File: config.mk
export PLATFORM = sky130hd
export DESIGN_NAME = pulse_measure_flat
export DESIGN_NICKNAME = d
export VERILOG_FILES = /design/src/rtl/pulse_measure_if.sv /design/src/rtl/pulse_measure.sv /design/src/flat_wrapper.sv
export SDC_FILE = /design/constraint.sdc
export NUM_CORES = 1
export LEC_CHECK = 0
export CORE_MARGIN = 8
export CORE_UTILIZATION = 50
export CTS_CLUSTER_DIAMETER = 30
export DETAILED_ROUTE_END_ITERATION = 16
export MAX_ROUTING_LAYER = met4
export PLACE_DENSITY = 0.73
export SETUP_SLACK_MARGIN = 0.05
export SLEW_MARGIN = 20
export SYNTH_ARGS = -nofsm -noshare
export SYNTH_HDL_FRONTEND = slang
export SYNTH_SLANG_ARGS = --single-unit
File: constraint.sdc
create_clock -name iClk -period 1.8 [get_ports iClk]
set_input_delay 0.18 -clock iClk [delete_from_list [all_inputs] [get_ports iClk]]
set_output_delay 0.18 -clock iClk [all_outputs]
set_load 0.02 [all_outputs]
File: src/rtl/pulse_measure_if.sv
// Bundle of the enable/signal inputs and the result handshake of pulse_measure.
// The result uses a valid/ack handshake. oValid rises with a new result and holds oWidth/oOverflow stable.
// The transfer completes on the first rising edge where oValid=1 and iAck=1. iAck has no effect while oValid=0.
interface pulse_measure_if #(
    parameter int MAX_COUNT = 255
);
    localparam int CNT_BITS = (MAX_COUNT < 1) ? 1 : $clog2(MAX_COUNT + 1);

    logic                iEn;
    logic                iSig;
    logic                iAck;
    logic [CNT_BITS-1:0] oWidth;
    logic                oValid;
    logic                oOverflow;
    logic                oBusy;
    logic                oMissed;
    logic [1:0]          oDbgState;

    modport master (
        output iEn, iSig, iAck,
        input  oWidth, oValid, oOverflow, oBusy, oMissed, oDbgState
    );

    modport slave (
        input  iEn, iSig, iAck,
        output oWidth, oValid, oOverflow, oBusy, oMissed, oDbgState
    );
endinterface

File: src/rtl/pulse_measure.sv
// Measures the high time of iSig in clock cycles and holds each result until it is acknowledged.
// Widths above MAX_COUNT saturate and raise an overflow flag.
module pulse_measure #(
    parameter int MAX_COUNT = 255
) (
    input  logic             iClk,
    input  logic             iRst,
    pulse_measure_if.slave   bus
);
    localparam int CNT_BITS = (MAX_COUNT < 1) ? 1 : $clog2(MAX_COUNT + 1);
    localparam logic [CNT_BITS-1:0] MAX_VAL = CNT_BITS'(MAX_COUNT);
    localparam logic [CNT_BITS-1:0] ONE     = CNT_BITS'(1);

    typedef enum logic [1:0] {
        IDLE    = 2'd0,
        ARMED   = 2'd1,
        MEASURE = 2'd2,
        HOLD    = 2'd3
    } state_t;

    state_t              r_state;
    logic [CNT_BITS-1:0] r_cnt;
    logic                r_ovf_flag;
    logic                r_prev;
    logic [CNT_BITS-1:0] r_width;
    logic                r_valid;
    logic                r_overflow;
    logic                r_busy;
    logic                r_missed;

    always_ff @(posedge iClk) begin
        if (iRst) begin
            r_state    <= IDLE;
            r_cnt      <= '0;
            r_ovf_flag <= 1'b0;
            r_prev     <= 1'b0;
            r_width    <= '0;
            r_valid    <= 1'b0;
            r_overflow <= 1'b0;
            r_busy     <= 1'b0;
            r_missed   <= 1'b0;
        end else begin
            r_prev   <= bus.iSig;
            r_missed <= 1'b0;
            case (r_state)
                IDLE: begin
                    // Arming only on a low sample keeps a pulse already in progress from being measured.
                    if (bus.iEn && !bus.iSig) begin
                        r_state <= ARMED;
                        r_busy  <= 1'b1;
                    end
                end
                ARMED: begin
                    if (!bus.iEn) begin
                        r_state <= IDLE;
                        r_busy  <= 1'b0;
                        r_cnt   <= '0;
                    end else if (bus.iSig) begin
                        r_state    <= MEASURE;
                        r_cnt      <= ONE;
                        r_ovf_flag <= 1'b0;
                    end
                end
                MEASURE: begin
                    if (!bus.iEn) begin
                        r_state    <= IDLE;
                        r_busy     <= 1'b0;
                        r_cnt      <= '0;
                        r_ovf_flag <= 1'b0;
                    end else if (bus.iSig) begin
                        if (r_cnt == MAX_VAL) begin
                            r_ovf_flag <= 1'b1;
                        end else begin
                            r_cnt <= r_cnt + ONE;
                        end
                    end else begin
                        r_state    <= HOLD;
                        r_width    <= r_cnt;
                        r_overflow <= r_ovf_flag;
                        r_valid    <= 1'b1;
                        r_busy     <= 1'b0;
                        r_cnt      <= '0;
                        r_ovf_flag <= 1'b0;
                    end
                end
                HOLD: begin
                    // Rising edges seen while the result waits are flagged, never measured.
                    if (bus.iSig && !r_prev) begin
                        r_missed <= 1'b1;
                    end
                    if (bus.iAck) begin
                        r_state <= IDLE;
                        r_valid <= 1'b0;
                    end
                end
                default: begin
                    r_state <= IDLE;
                end
            endcase
        end
    end

    assign bus.oWidth    = r_width;
    assign bus.oValid    = r_valid;
    assign bus.oOverflow = r_overflow;
    assign bus.oBusy     = r_busy;
    assign bus.oMissed   = r_missed;
    assign bus.oDbgState = r_state;
endmodule

File: src/flat_wrapper.sv
// flat-port wrapper written by rule: the top's interface ports become plain ports
module pulse_measure_flat 
#(
    parameter int MAX_COUNT = 255
)
  (iClk, iRst, bus_iEn, bus_iSig, bus_iAck, bus_oWidth, bus_oValid, bus_oOverflow, bus_oBusy, bus_oMissed, bus_oDbgState);
  pulse_measure_if #(.MAX_COUNT(MAX_COUNT)) bus_i ();
  input  logic iClk;
  input  logic iRst;
  input wire logic [$bits(bus_i.iEn)-1:0] bus_iEn;
  input wire logic [$bits(bus_i.iSig)-1:0] bus_iSig;
  input wire logic [$bits(bus_i.iAck)-1:0] bus_iAck;
  output wire logic [$bits(bus_i.oWidth)-1:0] bus_oWidth;
  output wire logic [$bits(bus_i.oValid)-1:0] bus_oValid;
  output wire logic [$bits(bus_i.oOverflow)-1:0] bus_oOverflow;
  output wire logic [$bits(bus_i.oBusy)-1:0] bus_oBusy;
  output wire logic [$bits(bus_i.oMissed)-1:0] bus_oMissed;
  output wire logic [$bits(bus_i.oDbgState)-1:0] bus_oDbgState;
  assign bus_i.iEn = bus_iEn;
  assign bus_i.iSig = bus_iSig;
  assign bus_i.iAck = bus_iAck;
  assign bus_oWidth = bus_i.oWidth;
  assign bus_oValid = bus_i.oValid;
  assign bus_oOverflow = bus_i.oOverflow;
  assign bus_oBusy = bus_i.oBusy;
  assign bus_oMissed = bus_i.oMissed;
  assign bus_oDbgState = bus_i.oDbgState;
  pulse_measure #(.MAX_COUNT(MAX_COUNT)) u_core (.iClk(iClk), .iRst(iRst), .bus(bus_i));
endmodule
==> impl_metrics.yaml <==
run_status:
  outcome: "finished, final reports clean"
place:
  place.gp.congestion: 0.917
  placedCellCount: 190
  dp_hpwl_mm: 2.01
  portBuffers: 18
clocking:
  cts_buffer_depth: 2
  cts_max_level: 1
  cts_root_buffer: "clkbuf_4"
  clk_latency_ps: 310
  cts_inserted_buffers: 3
  clk_pin_slew_ps: 130
  cts_tree: "done"
  cts_num_sinks: 24
sta:
  tns_ps: 0
  slew_viol_final: 0
  post-route-min-period_ps: 1660
  worst_pin_slew_ps: 328
  final_hold_viol_count: 0
  setup_viol: 0
  relSlewSlack_pct: 77.9
  post-route-period-util_pct: 92.1
  rsz0062_at_grt: "false"
  hold_ws_ps: 415
  finClkSkew_ps: 3.56
  fmax_mhz: 603
route:
  wire_per_inst_um: 13.9
  drt.antenna.violating_nets: 0
  vias: 1106
  remaining_drc_errors: 0
  via_per_inst: 5.70
  wl_mm: 2.69
  first_pass_iters: 4
  drtIter0Drc: 44
floorplanning:
  fp.dieW_um: 65.3
  dieArea_um2: 4260
  placementRows: 18
  io_pins: 19
  initial_utilization_pct: 50.9
  coreArea_um2: 2390
  die_h_um: 65.3
flow_run:
  drv_cap: 0
global_routing:
  grt_usage_pct: 13.6
  grt_pass1_wl_mm: 4.65
  antenna_found_initial: 0
  grt_pass1_vias: 1081
  overflow: 0
  grt_max_degree: 20
setup_path:
  max_stage_delay_ps: 430
  setup.worst_path.end_class: "register"
  cp_top_family: "flip-flops"
  cp_num_buf_inv: 1
  critPathMaxFanout: 5
  cp.required_ps: 2020
  slowest_stage: "dfxtp_1"
  crit_chain: "inv_1, ha_1, or2_2, a21oi_1, mux2_2"
  cp-start-kind: "register"
  worstPathArrival_ps: 1880
  critPathKind: "register to register"
cells_and_area:
  final_cell_mix: "23 x dfxtp_1, 18 x clkdlybuf4s50_1, 16 x nor2_1"
  area_growth_syn_to_layout_pct: 26.4
  antenna_cells: 0
  drive_above_1_share_pct: 14.0
  nFillCells: 233
  final_cells: 194
  utilization_pct: 64.3
  layout.nets: 175
  layout_commonest_cell: "dfxtp_1"
logic_synthesis:
  syn_nets: 151
  yosysUniqueCellTypes: 36
  ys_seq_elements: 24
  synth-async-reset-ratio_pct: 0
  synth_top_flop_cell: "dfxtp_1"
  avgSynthCellArea_um2: 8.62
  syn_inst: 141
  synth_edf_count: 0
  ys_seq_area_share_pct: 39.5
  yosysWarningCount: 0
  syn_area_um2: 1210
power:
  leakage_nw: 0.606
  worst_ir_drop_vdd_mv: 0.553
  power-per-cell-area_nw_per_um2: 785
min_path:
  hold_path_class: "register to register"
-- per-stage QoR --
| step | power (mW) | instance area, µm² | worst slack (ps) |
|---|---|---|---|
| 6_report | 1.21 | 1540 | 142 |
| 5_1_grt | 1.28 | 1540 | 67.6 |
| 4_1_cts | 1.21 | 1520 | 56.2 |
| 3_5_place_dp | 0.825 | 1470 | 8.15 |
| 3_3_place_gp | 0.819 | 1470 | 37.5 |
| 2_1_floorplan | 0.738 | 1220 | 116 |
-- area by class of cell --
| type | instances | area [µm²] | area share [%] |
|---|---|---|---|
| Clock buffer | 3 | 22.5 | 1.47 |
| Clock inverter | 1 | 30.0 | 1.96 |
| Inverter | 7 | 26.3 | 1.71 |
| Multi-Input combinational cell | 104 | 692 | 45.1 |
| Sequential cell | 24 | 482 | 31.4 |
| Tap cell | 30 | 37.5 | 2.44 |
| Timing Repair Buffer | 25 | 245 | 16.0 |
-- Yosys cell counts (all sizes together) (3+ instances only) --
| cell type | count | area [µm²] |
|---|---|---|
| dfxtp | 24 | 480 |
| nor2 | 16 | 60.1 |
| a21oi | 12 | 60.1 |
| mux2i | 10 | 100 |
| nand3 | 9 | 45.0 |
| inv | 7 | 26.3 |
| nand2 | 6 | 22.5 |
| o21ai | 6 | 30.0 |
| ha | 5 | 62.6 |
| buf | 4 | 20.0 |
| a211oi | 3 | 22.5 |
| and3 | 3 | 20.0 |
| nand2b | 3 | 18.8 |
| nand4 | 3 | 18.8 |
| nor2b | 3 | 18.8 |
| nor3 | 3 | 15.0 |
-- cell families (layout without fill, tap and decap cells) --
group,after synthesis,count (layout),synth area share (%)
and+or+nand+nor,57,57,25.2
AOI/OAI and AO/OA,30,30,15.6
DFF,24,24,39.5
buffers and inverters,13,36,4.43
muxes,12,12,10.1
adders and majority gates,5,5,5.15
-- layer usage --
metal / vias up / GRT usage (%) / routed length [µm]
met5: - / - / 0
met4: 0 / 6.27 / 38
met3: 6 / 2.72 / 97
met2: 21 / 22.5 / 1320
met1: 526 / 15.3 / 1230
li1: 553 / - / -
-- power by group --
part	switching, mW	leakage (nW)	total, mW	internal, mW
logic	0.132	0.384	0.249	0.117
clock network	0.163	0.0279	0.388	0.225
registers	0.0167	0.194	0.569	0.552
-- path summary, 6_finish.rpt --
check,start,end,slack [ps],cells after the start
min,u_core.r_prev,u_core.bus.oMissed,420,1
min reg2reg,u_core.r_prev,u_core.bus.oMissed,420,1
max reg2reg,u_core.bus.oDbgState[1],u_core.bus.oBusy,140,5
max,u_core.bus.oDbgState[1],u_core.bus.oBusy,140,5
-- worst reg2reg max path, delay by kind of cell, from the launching register on --
| kind | cells | cell delay, ps |
|---|---|---|
| AOI/OAI and AO/OA | 1 | 170 |
| adders and majority gates | 1 | 230 |
| buffers and inverters | 1 | 90 |
| DFF | 1 | 430 |
| muxes | 1 | 340 |
| and+or+nand+nor | 1 | 310 |
-- what timing repair did --
action | 4_1_cts | 5_1_grt
hold buffers | 0 | 0
hold endpoints to repair | 0 | 0
buffers inserted | 0 | 0
resized for setup | 0 | 3
setup endpoints to repair | 0 | 3
(Power assumes the default switching activity.)
